--- src/rtl/spi_slot_dispatch_pkg.sv ---
// Shared definitions for the SPI slot dispatcher:
// command field positions, FSM encoding, timeout fill.
package spi_slot_dispatch_pkg;

    localparam int CMD_WR_BIT  = 15;
    localparam int CMD_SLOT_HI = 10;
    localparam int CMD_SLOT_LO = 8;

    typedef enum logic [1:0] {
        ST_IDLE = 2'd0,
        ST_REQ  = 2'd1,
        ST_RESP = 2'd2
    } state_e;

    // A timed-out read returns every bit set to this value.
    localparam logic TIMEOUT_FILL_BIT = 1'b1;

endpackage

--- src/rtl/spi_dispatch_timer.sv ---
// Loadable down-counter with expire flag, used to bound
// how long the dispatcher waits for a slot acknowledge.
module spi_dispatch_timer (
    input  logic       clk,
    input  logic       resetn,
    input  logic       load,
    input  logic [7:0] load_val,
    input  logic       en,
    output logic       expired
);

    logic [7:0] cnt_q;
    logic [7:0] cnt_d;

    // Next count: load wins, otherwise count down to zero.
    always_comb begin
        cnt_d = cnt_q;
        if (load) begin
            cnt_d = load_val;
        end else if (en && (cnt_q != 8'd0)) begin
            cnt_d = cnt_q - 8'd1;
        end
    end

    // Count register.
    always_ff @(posedge clk) begin
        if (!resetn) begin
            cnt_q <= 8'd0;
        end else begin
            cnt_q <= cnt_d;
        end
    end

    assign expired = en && (cnt_q == 8'd0);

endmodule

--- src/rtl/spi_slot_dispatch.sv ---
// SPI frame to slot req/ack dispatcher, single outstanding.
// Optional timeout under SPI_DISPATCH_TIMEOUT_EN.
module spi_slot_dispatch
    import spi_slot_dispatch_pkg::*;
#(
    parameter int NUM_SLOTS      = 7,
    parameter int DATA_WIDTH     = 40,
    parameter int TIMEOUT_CYCLES = 15
) (
    input  logic                            clk,
    input  logic                            resetn,
    input  logic [15:0]                     cmd_in,
    input  logic [7:0]                      addr_in,
    input  logic [DATA_WIDTH-1:0]           data_in,
    input  logic                            addr_valid,
    input  logic                            data_valid,
    output logic [NUM_SLOTS-1:0]            slot_req,
    output logic                            slot_we,
    output logic [7:0]                      slot_addr,
    output logic [DATA_WIDTH-1:0]           slot_wdata,
    input  logic [NUM_SLOTS-1:0]            slot_ack,
    input  logic [NUM_SLOTS*DATA_WIDTH-1:0] slot_rdata,
    output logic [DATA_WIDTH-1:0]           rd_data_out,
    output logic                            rd_data_valid,
    output logic                            busy,
    output logic                            err_badslot,
    output logic                            err_overrun,
    output logic                            err_timeout
);

    state_e                state_q, state_d;
    logic [2:0]            idx_q, idx_d;
    logic                  we_q, we_d;
    logic [7:0]            addr_q, addr_d;
    logic [DATA_WIDTH-1:0] wdata_q, wdata_d;
    logic [DATA_WIDTH-1:0] rdata_q, rdata_d;
    logic                  rvalid_q, rvalid_d;
    logic                  bad_q, bad_d;
    logic                  ovr_q, ovr_d;
    logic                  to_q, to_d;

    logic                  trig_we;
    logic [2:0]            trig_idx;
    logic                  trig;
    logic                  trig_bad;
    logic [NUM_SLOTS-1:0]  req_vec;
    logic                  ack_hit;
    logic [DATA_WIDTH-1:0] sel_rdata;
    logic                  tmr_load;
    logic                  tmr_expired;
    logic [15:0]           unused_cmd;

    assign trig_we  = cmd_in[CMD_WR_BIT];
    assign trig_idx = cmd_in[CMD_SLOT_HI:CMD_SLOT_LO];
    assign trig     = (addr_valid && !trig_we)
                   || (data_valid && trig_we);
    assign trig_bad = {1'b0, trig_idx} >= 4'(NUM_SLOTS);
    assign unused_cmd = cmd_in;

    // One-hot request and read-data select for the latched slot.
    always_comb begin
        req_vec   = '0;
        sel_rdata = '0;
        for (int k = 0; k < NUM_SLOTS; k++) begin
            if (idx_q == 3'(k)) begin
                req_vec[k] = (state_q == ST_REQ);
                sel_rdata  = slot_rdata[k*DATA_WIDTH +: DATA_WIDTH];
            end
        end
    end

    assign ack_hit = |(slot_ack & req_vec);

`ifdef SPI_DISPATCH_TIMEOUT_EN
    spi_dispatch_timer u_timer (
        .clk      (clk),
        .resetn   (resetn),
        .load     (tmr_load),
        .load_val (8'(TIMEOUT_CYCLES - 1)),
        .en       (state_q == ST_REQ),
        .expired  (tmr_expired)
    );
`else
    localparam int unused_timeout = TIMEOUT_CYCLES;
    logic unused_tmr;
    assign tmr_expired = 1'b0;
    assign unused_tmr  = tmr_load ^ to_q;
`endif

    // Next-state, latching and one-cycle pulse generation.
    always_comb begin
        state_d  = state_q;
        idx_d    = idx_q;
        we_d     = we_q;
        addr_d   = addr_q;
        wdata_d  = wdata_q;
        rdata_d  = rdata_q;
        rvalid_d = 1'b0;
        bad_d    = 1'b0;
        ovr_d    = trig && (state_q != ST_IDLE);
        to_d     = 1'b0;
        tmr_load = 1'b0;
        unique case (state_q)
            ST_IDLE: begin
                if (trig) begin
                    idx_d  = trig_idx;
                    we_d   = trig_we;
                    addr_d = addr_in;
                    if (trig_we) begin
                        wdata_d = data_in;
                    end
                    if (trig_bad) begin
                        state_d = ST_RESP;
                        bad_d   = 1'b1;
                        if (!trig_we) begin
                            rdata_d  = '0;
                            rvalid_d = 1'b1;
                        end
                    end else begin
                        state_d  = ST_REQ;
                        tmr_load = 1'b1;
                    end
                end
            end
            ST_REQ: begin
                if (ack_hit) begin
                    state_d = ST_RESP;
                    if (!we_q) begin
                        rdata_d  = sel_rdata;
                        rvalid_d = 1'b1;
                    end
                end else if (tmr_expired) begin
                    state_d = ST_RESP;
                    to_d    = 1'b1;
                    if (!we_q) begin
                        rdata_d  = {DATA_WIDTH{TIMEOUT_FILL_BIT}};
                        rvalid_d = 1'b1;
                    end
                end
            end
            ST_RESP: begin
                state_d = ST_IDLE;
            end
            default: begin
                state_d = ST_IDLE;
            end
        endcase
    end

    // State and output registers.
    always_ff @(posedge clk) begin
        if (!resetn) begin
            state_q  <= ST_IDLE;
            idx_q    <= 3'd0;
            we_q     <= 1'b0;
            addr_q   <= 8'd0;
            wdata_q  <= '0;
            rdata_q  <= '0;
            rvalid_q <= 1'b0;
            bad_q    <= 1'b0;
            ovr_q    <= 1'b0;
            to_q     <= 1'b0;
        end else begin
            state_q  <= state_d;
            idx_q    <= idx_d;
            we_q     <= we_d;
            addr_q   <= addr_d;
            wdata_q  <= wdata_d;
            rdata_q  <= rdata_d;
            rvalid_q <= rvalid_d;
            bad_q    <= bad_d;
            ovr_q    <= ovr_d;
            to_q     <= to_d;
        end
    end

    assign slot_req      = req_vec;
    assign slot_we       = we_q && (state_q == ST_REQ);
    assign slot_addr     = addr_q;
    assign slot_wdata    = wdata_q;
    assign rd_data_out   = rdata_q;
    assign rd_data_valid = rvalid_q;
    assign busy          = (state_q != ST_IDLE);
    assign err_badslot   = bad_q;
    assign err_overrun   = ovr_q;
`ifdef SPI_DISPATCH_TIMEOUT_EN
    assign err_timeout   = to_q;
`else
    assign err_timeout   = 1'b0;
`endif

endmodule

--- config.mk ---
export PLATFORM = sky130hd
export DESIGN_NAME = spi_slot_dispatch
export DESIGN_NICKNAME = d
export VERILOG_FILES = /design/src/rtl/spi_slot_dispatch_pkg.sv /design/src/rtl/spi_dispatch_timer.sv /design/src/rtl/spi_slot_dispatch.sv
export SDC_FILE = /design/constraint.sdc
export NUM_CORES = 1
export LEC_CHECK = 0
export CAP_MARGIN = 10
export CORE_AREA = 2 2 176 178
export DETAILED_ROUTE_END_ITERATION = 10
export DIE_AREA = 0 0 178 180
export GPL_ROUTABILITY_DRIVEN = 1
export PLACE_DENSITY = 0.62
export SYNTH_ARGS = -nofsm -noshare
export SYNTH_HDL_FRONTEND = slang
export SYNTH_SLANG_ARGS = --single-unit
--- constraint.sdc ---
create_clock -name clk -period 2.6 [get_ports clk]
set_input_delay 0.39 -clock clk [delete_from_list [all_inputs] [get_ports clk]]
set_output_delay 0.39 -clock clk [all_outputs]
set_load 0.05 [all_outputs]
# After elaboration in Yosys (flattened, before gate mapping)

Index checks and enable logic that the tools add are counted.

Order comparisons: 1
Equality and inequality tests: 12
Mux-type cells: 31
Bitwise gates (word level): 1
Reductions and logical operators: 16

Operators with widths:

| operator             | number |
|---|---|
| $mux W40             | 12 |
| $pmux W40 S2         | 1 |
| $mux W1              | 13 |
| $ne A2 B2 Y1 const B | 5 |
| $eq A3 B3 Y1 const B | 3 |
| $and A7 B7 Y7        | 1 |
| $reduce_or A7 Y1     | 1 |
| $eq A3 B2 Y1 const B | 2 |
| $mux W2              | 3 |
| $reduce_and A3 Y1    | 2 |
| $reduce_and A6 Y1    | 1 |
| $logic_and A1 B1 Y1  | 4 |
| $pmux W2 S2          | 1 |
| $reduce_and A2 Y1    | 2 |
| $reduce_bool A2 Y1   | 2 |
| $eq A3 B1 Y1 const B | 1 |
| $ge A3 B3 Y1 const B | 1 |
| $logic_not A3 Y1     | 1 |
| $eq A2 B1 Y1 const B | 1 |
| $logic_not A2 Y1     | 1 |
| $pmux W1 S2          | 1 |
| $logic_not A1 Y1     | 1 |
| $logic_or A1 B1 Y1   | 1 |

Register bits after elaboration: 97
Logic and storage cells: 70

# Logic depth before layout (Yosys ltp)

Gate-level depths: netlist (run 1).

Depth after elaboration: 11
Gate-level depth with buffers: 7
Gate-level depth less buffers: 4

# Least setup slack after synthesis (run 1)

OpenSTA, ideal clock, no wires.

Path kind: register to output
Start: reg state_q[0]
End: out slot_req[0]
Arrival time: 2.144 ns
Data required time: 2.210 ns
Path slack: 0.066 ns
Cell stages (with the launch flop): 5
Cells stage by stage: dfxtp_1 > clkbuf_1 > inv_2 > or3_1 > nor3_1

Word-level cells in the longest chain between the ends: 2

Ends and longest elaborated chain:

| element                | RTL line                 | text |
|---|---|---|
| from (decl)            | spi_slot_dispatch.sv:31  | `state_e state_q, state_d;` |
| from (signal assigned) | spi_slot_dispatch.sv:164 | `state_q <= state_d;` |
| $eq A2 B1 Y1           | spi_slot_dispatch.sv:66  | `req_vec[k] = (state_q == ST_REQ);` |
| $mux W1                | spi_slot_dispatch.sv:65  | `if (idx_q == 3'(k)) begin` |
| to (decl)              | spi_slot_dispatch.sv:17  | `output logic [NUM_SLOTS-1:0] slot_req,` |

Every way passes these cells.

# Worst setup path after layout (run 1)

Start: reg idx_q[2]
End: out slot_req[5]

Word-level cells in the longest chain between the ends: 2

Ends and longest elaborated chain:

| element                | RTL line                 | text |
|---|---|---|
| from (decl)            | spi_slot_dispatch.sv:32  | `logic [2:0] idx_q, idx_d;` |
| from (signal assigned) | spi_slot_dispatch.sv:165 | `idx_q <= idx_d;` |
| $eq A3 B3 Y1           | spi_slot_dispatch.sv:65  |  |
| $mux W1                | spi_slot_dispatch.sv:65  |  |

Every way passes these cells.

==> results of run 1 <==
worst paths after layout:
kind	endpoint	startpoint	slack, ns
max	slot_req[5]	idx_q[2]$_SDFFE_PN0P_	0.14
min	state_q[0]$_SDFFE_PN0P_	resetn	0.44
max reg2reg	rd_data_out[11]$_SDFFE_PN0P_	idx_q[1]$_SDFFE_PN0P_	0.50
min reg2reg	slot_wdata[34]$_SDFFE_PN0P_	slot_wdata[34]$_SDFFE_PN0P_	0.45
logic make-up after synthesis:
group	synth area share
other	0.000489
DFF	0.253
muxes	0.321
and+or+nand+nor	0.157
buffers and inverters	0.0616
AOI/OAI and AO/OA	0.207
synthesized netlist by cell type, drive strengths merged, types with 2 or more instances:
cell type | number | area share
o22ai | 4 | 0.0049
nor3 | 4 | 0.0026
mux2 | 120 | 0.20
clkbuf | 36 | 0.018
mux2i | 4 | 0.0052
inv | 3 | 0.0015
buf | 47 | 0.042
nand2b | 7 | 0.0057
o211ai | 40 | 0.065
or3 | 4 | 0.0033
a21boi | 51 | 0.050
a21oi | 2 | 0.0013
o221ai | 40 | 0.078
nand3 | 42 | 0.027
mux4 | 40 | 0.12
nand2 | 146 | 0.072
o21ai | 2 | 0.0013
dfxtp | 97 | 0.25
or2 | 2 | 0.0016
nor2 | 9 | 0.0044
nor2b | 24 | 0.020
and2b | 17 | 0.017
metal layers:
layer	vias to the layer above	routed length, um	global-route usage	share of wire
met5	-	13	0	0.00046
met4	2	426	0.0430	0.015
met3	27	2060	0.0417	0.074
met2	275	14100	0.302	0.51
met1	3439	11300	0.192	0.40
li1	3546	-	-	-
worst register-to-register path, delay by kind of cell (launching register included):
family | cells | cell delay, ns
flip-flops | 1 | 0.62
buffers and inverters | 1 | 0.32
AO/OA/AOI/OAI | 2 | 0.21
multiplexers | 2 | 0.83
through the flow:
stage,worst slack (ns),util,power (W),cells,hold WS (ns)
CTS,0.0646,0.422,0.00538,1548,0.414
global placement,0.315,0.413,0.00394,1532,0.441
floorplan,0.0661,-,0.00299,751,0.524
finish,0.141,0.423,0.00527,1549,0.437
detailed placement,0.286,0.413,0.00395,1532,0.446
global route,0.0167,0.423,0.00556,1549,0.438
power breakdown:
| part | leakage, nW | internal, W | switching, W |
|---|---|---|---|
| Combinational | 3.50 | 0.00115 | 0.00108 |
| Sequential | 0.792 | 0.00158 | 0.0000893 |
| Clock | 0.148 | 0.000700 | 0.000675 |
flip-flops by register name, summed over array words and instances (netlist names):
| signal | flops |
|---|---|
| we_q | 1 |
| state_q | 2 |
| slot_addr | 8 |
| idx_q | 3 |
| rd_data_valid | 1 |
| rd_data_out | 40 |
| err_overrun | 1 |
| slot_wdata | 40 |
| err_badslot | 1 |
area by class of cell:
type / instances / area (um2) / area share
timing repair buffer: 469 / 4740 / 0.371
multi-input combinational: 568 / 5280 / 0.414
inverter: 3 / 11.3 / 0.000882
sequential: 97 / 1950 / 0.153
tap: 396 / 495 / 0.0388
clock inverter: 6 / 55.1 / 0.00431
clock buffer: 10 / 239 / 0.0187
==> results by stage, run 1 <==
Outcome:
- The run finished with clean final reports.

Floorplan:
- 456 I/O pins were placed.
- The number of rows in the core area is 64.
- The region available for standard cell placement spans 30200 um2.
- The floorplan die area is 32000 um2.
- The floorplan die width is 178 um.
- The effective utilization at floorplan is 0.254.
- The height of the die is 180 um.

STA:
- The slew at the pin closest to its max-slew limit is 0.568 ns.
- The final-layout setup total negative slack is 0 ns.
- The worst clock skew is 0.00924 ns.
- The headroom to the max-slew limit is 0.620.
- The achievable clock frequency is 407 MHz.
- The number of hold violations in the final report was 0.
- The post-layout minimum cycle time is 2.46 ns.
- The number of max-slew violations in the final report was 0.
- Setup violations remaining at the end of the flow were counted as 0.
- The ratio of final minimum period to clock period is 0.946.
- Setup repair after global routing left no endpoint under its margin.

Cells and area:
- The area of all placed cells without fillers is 12800 um2.
- The total number of nets in the final design is 1503.
- From synthesis to final layout, the design area changed by 66.7%.
- The fraction of final layout cells with drive strength greater than 1 is 0.216.
- The antenna diode instance count is 0.
- Leaving out fill and tap cells, the most frequent cells in the layout are 431 x sky130_fd_sc_hd__clkdlybuf4s50_1, 146 x sky130_fd_sc_hd__nand2_1, 93 x sky130_fd_sc_hd__dfxtp_1.
- Leaving out fill and tap cells, the most frequent cell in the layout is sky130_fd_sc_hd__clkdlybuf4s50_1.
- The filler cell count is 2934.

Detailed routing:
- The final routed DRC violation total is 0.
- The iteration count of the initial detailed-routing pass is 4.
- After detailed routing, the average wire length per cell comes to 18.0 um.
- The routed wire length is 28.0 mm.
- The routed via count is 7289.
- The number of DRC markers in iteration 0 is 233.
- The detailed-route vias per instance is 4.71.
- Once detail routing completed, the nets flagged for antenna violations numbered 0.

Clock tree:
- The insertion delay of the later-clocked pin in the worst-skew pair is 0.35 ns.
- The number of sinks on the clock net is 97.
- The number of buffers on the longest clock path is 2.
- The clock-pin transition on the worst setup and hold timing paths is 0.07 ns.
- The number of clock buffers added by TritonCTS is 9.
- The number of levels the H-tree was split into is 3.
- TritonCTS built the clock tree.
- The cell sitting at the root of the clock tree is a sky130_fd_sc_hd__clkbuf_16.
- Once the clock tree was built, the resizer swapped 0 gates to a different size.
- Hold repair after CTS inserted 0 buffers.
- Once the clock tree was built, the setup fixing pass inserted 0 buffers.

Setup path:
- The kind of cell with the highest combined delay along the critical path is buffers and inverters.
- STA classifies the critical path startpoint as a flop.
- Counting cells, the worst reg-to-reg path comes to 5.
- The classification of the worst setup path is flop to output port.
- Traced cell by cell, the critical path runs through buf_4, nand2_1, nor3_1, buf_4.
- The largest stage delay on the critical path is 0.67 ns.
- The largest fanout on the critical path is 27.
- The required time at the endpoint of the critical path is 2.21 ns.
- The most used cell along the critical path is sky130_fd_sc_hd__buf_4.
- The slowest stage of the critical path belongs to the cell sky130_fd_sc_hd__dfxtp_2.
- The worst path buffer plus inverter count is 2.
- The worst setup path is captured at an output port.
- In this run the number of cells on the critical path is 4.
- The signal arrival time at the worst endpoint is 2.07 ns.

Flow run:
- The number of violations of the max-capacitance limit is 0.

Min path:
- The worst min-delay path category is primary input to flop.
- The worst hold path cell count is 3.

Logic synthesis:
- The net count after synthesis is 1106.
- Yosys printed 0 warnings.
- In the synthesized netlist, the number of instances is 751.
- The post-synthesis sequential area ratio is 0.253.
- In this run the mean area of a mapped cell was 10.2 um2.
- Among all flip-flop cells after synthesis, the most frequent one is sky130_fd_sc_hd__dfxtp_1.
- In this run, distinct cell masters in the synthesized netlist total 41.
- The synthesis-stage register bit count is 97.
- The mapped netlist covers 7660 um2.
- The number of flops mapped to enable cells by yosys is 0.
- Counting flops with an async set or reset pin after synthesis yields a share of 0.

Global route:
- The first global-routing pass estimated 41.4 mm of wire.
- Global routing finished with a remaining overflow of 0.
- The number of global-route vias before repair was 7366.
- The number of antenna violations at the first check in global routing is 2.
- Entering global routing, the biggest net connects 135 pins.
- Across every metal layer, demand over resource in global routing totals 0.166.

Placed design:
- The area after detailed placement is 12500 um2.
- Port buffering added 442 buffers.
- The sum of net half-perimeters after detailed placement is 21.7 mm.
- Routability-driven placement finished with a final weighted congestion of 0.764.

Pwr:
- The leakage component of the power is 4.44 nW.
- VDD sags by at most 0.268 mV.
- The areal power density over the cells is 413 nW/um2.
No activity file was read; power rests on OpenSTA's default activity.
==> inputs of run 2 (changes only) <==
--- a/config.mk
+++ b/config.mk
@@ -10,7 +10,7 @@
 export DETAILED_ROUTE_END_ITERATION = 10
 export DIE_AREA = 0 0 178 180
 export GPL_ROUTABILITY_DRIVEN = 1
-export PLACE_DENSITY = 0.62
+export PLACE_DENSITY = 0.55
 export SYNTH_ARGS = -nofsm -noshare
 export SYNTH_HDL_FRONTEND = slang
 export SYNTH_SLANG_ARGS = --single-unit
==> run 2 against run 1 <==
Clock power barely moved. Via count about the same. Routed wire length up 4.1%. Die area is the same. Largest cell class unchanged. Largest power group unchanged.
==> results by stage, run 2 (synthesized netlist as in run 1, its figures left out) <==
Outcome:
- The flow ran to the end, and the final reports show no timing, DRC or antenna violations.

Placed design:
- Summed over all nets, the half-perimeter wirelength after detailed placement is 22.7 mm.
- The post-placement cell count is 1532.
- The final weighted congestion in routability-driven placement is 0.769.
- The number of buffer cells added on primary ports is 442.

Cells and area:
- Measured on the finished design, the core utilization comes to 0.424.
- In the layout the commonest cells are 432 x sky130_fd_sc_hd__clkdlybuf4s50_1, 146 x sky130_fd_sc_hd__nand2_1, 93 x sky130_fd_sc_hd__dfxtp_1.
- The filler cell count is 2956.
- The net count of the finished layout is 1502.
- Summing all multi-input logic gate instances after layout gives 5280 um2.
- The fraction of final layout cells with drive strength greater than 1 is 0.214.
- The antenna diode instance count is 0.
- From synthesis to final layout, the design area changed by 67.0%.
- The number of cells in the finished layout apart from fillers is 1548.
- The leading cell type in the layout, fill and taps excluded is sky130_fd_sc_hd__clkdlybuf4s50_1.
- The sequential cell area in the final layout is 1950 um2.

Clock tree:
- The clock-pin transition on the worst setup and hold timing paths is 0.08 ns.
- The later pin in the worst-skew pair is clocked with a latency of 0.36 ns.
- The count of buffers added by post-CTS timing repair for setup is 0.
- The cell at the root of the clock tree is sky130_fd_sc_hd__clkbuf_16.
- The number of gates resized after CTS was 0.
- The number of levels the H-tree was split into is 3.
- The clock tree from TritonCTS is built.
- The count of hold buffers inserted by post-cts repair is 0.
- The clock passes through at most 2 buffers.
- The number of sinks on the clock net is 97.
- TritonCTS created 9 clock buffers.

Min path:
- The worst hold path terminates at slot_wdata[34]$_SDFFE_PN0P_.
- The worst hold path was traced through 2 stages.
- The launch point of the worst hold path is slot_wdata[34]$_SDFFE_PN0P_.
- The path class of the tightest hold or removal check is flop to flop.

STA:
- The number of max-slew violations in the final report is 0.
- The headroom to the max-slew limit is 0.179.
- The number of hold violations in the final report is 0.
- In the finished design, the share of the clock period the worst path needs comes to 0.917.
- Setup repair after global routing left no endpoint under its margin.
- The achievable clock frequency is 419 MHz.
- At the pin with the least slew margin, the transition time is 1.22 ns.
- Clock skew on the completed layout was measured at 0.0151 ns.
- After routing, the total negative slack on setup checks comes to 0 ns.
- Setup violations remaining at the end of the flow were counted as 0.
- The post-layout minimum cycle time is 2.39 ns.

Detailed routing:
- The average wire length per cell after detail routing is 18.8 um.
- The iteration count of the initial detailed-routing pass is 4.
- The post-detailed-route count of antenna-violating nets is 0.
- After detailed routing, the number of vias per cell comes to 4.71.
- For this block, the initial DRC count from the detailed router was 274.
- The routed wire length is 29.1 mm.
- The final routed DRC violation total is 0.
- The routed layout has 7292 vias.

Setup path:
- In this run the critical register-to-register path is launched from idx_q[1]$_SDFFE_PN0P_.
- The classification of the worst setup path is flop to output port.
- The endpoint kind of the worst setup timing path is an output port.
- The type of origin of the critical path is a flop.
- STA puts the critical path data arrival time at 2.00 ns.
- In this run the critical register-to-register path is captured at rd_data_out[30]$_SDFFE_PN0P_.
- In this run the worst setup path begins at idx_q[1]$_SDFFE_PN0P_.
- The setup slack on the worst flop-to-flop path is 0.35 ns.
- Data on the critical path is required at its endpoint by 2.21 ns.
- The largest fanout on the critical path is 31.
- For the worst flop-to-flop path, the logic depth is 5.

Floorplan:
- The effective utilization at floorplan is 0.254.
- The region available for standard cell placement spans 30200 um2.
- The floorplan die area is 32000 um2.
- The floorplan die width is 178 um.
- The floorplan step set the die height to 180 um.
- 456 I/O pins were placed.
- In this run the core area contains 64 standard-cell rows.

Global route:
- After global routing the overflow that remains totals 0.
- The first-pass GRT wire length is 43.8 mm.
- The global-route usage over all layers is 0.177.
- Entering global routing, the biggest net connects 45 pins.
- The number of antenna violations at the first check in global routing came to 2.
- The number of global-route vias before repair is 7295.

Pwr:
- The areal power density over the cells is 414 nW/um2.
- The total power is 0.00530 W.
- Summed over all cells, the static leakage comes to 4.44 nW.
- The maximum resistive drop on vdd is 0.281 mV.

Flow run:
- The tool flagged a number of max-cap violations equal to 0.
[run 2: changes by cell type in the layout (fill, tap and decap cells not counted)]
cell and change:
sky130_fd_sc_hd__buf_12 +2, sky130_fd_sc_hd__buf_4 -4, sky130_fd_sc_hd__clkdlybuf4s50_1 +1, sky130_fd_sc_hd__clkinvlp_4 +1, sky130_fd_sc_hd__inv_4 -1
[run 2: cell type report]
cell class / instances / area share
clock buffers: 10 / 0.0187
clock inverters: 6 / 0.00440
inverters: 3 / 0.000880
multi-input cells: 568 / 0.413
flip-flops and latches: 97 / 0.153
well taps: 396 / 0.0387
repair buffers: 468 / 0.372
[run 2: worst max-delay path, cell delays in order (launching register included)]
cell,delay [ns]
sky130_fd_sc_hd__dfxtp_4,0.69
sky130_fd_sc_hd__inv_1,0.11
sky130_fd_sc_hd__or3_1,0.35
sky130_fd_sc_hd__nor3_1,0.30
sky130_fd_sc_hd__buf_12,0.19
[run 2: how the worst max path moves through the flow]
stage / to / slack [ns] / cells after the start
6_report: slot_req[2] / 0.21 / 4
5_1_grt: slot_req[2] / 0.10 / 4
4_1_cts: slot_req[2] / 0.14 / 4
3_5_place_dp: slot_addr[7]$_SDFFE_PN0P_ / 0.14 / 5
3_3_place_gp: slot_addr[7]$_SDFFE_PN0P_ / 0.18 / 5
2_1_floorplan: slot_req[0] / 0.07 / 4
[run 2: stage by stage]
stage	hold WS (ns)	cell area, um2	setup slack (ns)
floorplan	0.524	7660	0.0661
global placement	0.440	12500	0.176
detailed placement	0.445	12500	0.135
CTS	0.457	12800	0.144
global route	0.467	12800	0.104
finish	0.453	12800	0.215
[run 2: power by group]
group / leakage, nW / internal [W] / switching, W / total [W]
clock: 0.144 / 0.000701 / 0.000690 / 0.00139
combinational: 3.50 / 0.00115 / 0.00107 / 0.00223
sequential: 0.792 / 0.00158 / 0.000106 / 0.00168
total: 4.44 / 0.00343 / 0.00187 / 0.00530
[run 2: routing by layer]
metal  up-vias  track usage  wire length [um]
li1       3552            -                 -
met1      3454        0.210             11700
met2       269        0.318             14800
met3        13       0.0527              2380
met4         4       0.0236               193
met5         -            0                26
==> inputs of run 3 (changes only) <==
--- a/config.mk
+++ b/config.mk
@@ -9,7 +9,6 @@
 export CORE_AREA = 2 2 176 178
 export DETAILED_ROUTE_END_ITERATION = 10
 export DIE_AREA = 0 0 178 180
-export GPL_ROUTABILITY_DRIVEN = 1
 export PLACE_DENSITY = 0.55
 export SYNTH_ARGS = -nofsm -noshare
 export SYNTH_HDL_FRONTEND = slang
==> results of run 3 <==
Same layout as run 2: the final DEF is identical, and so are final timing and power.
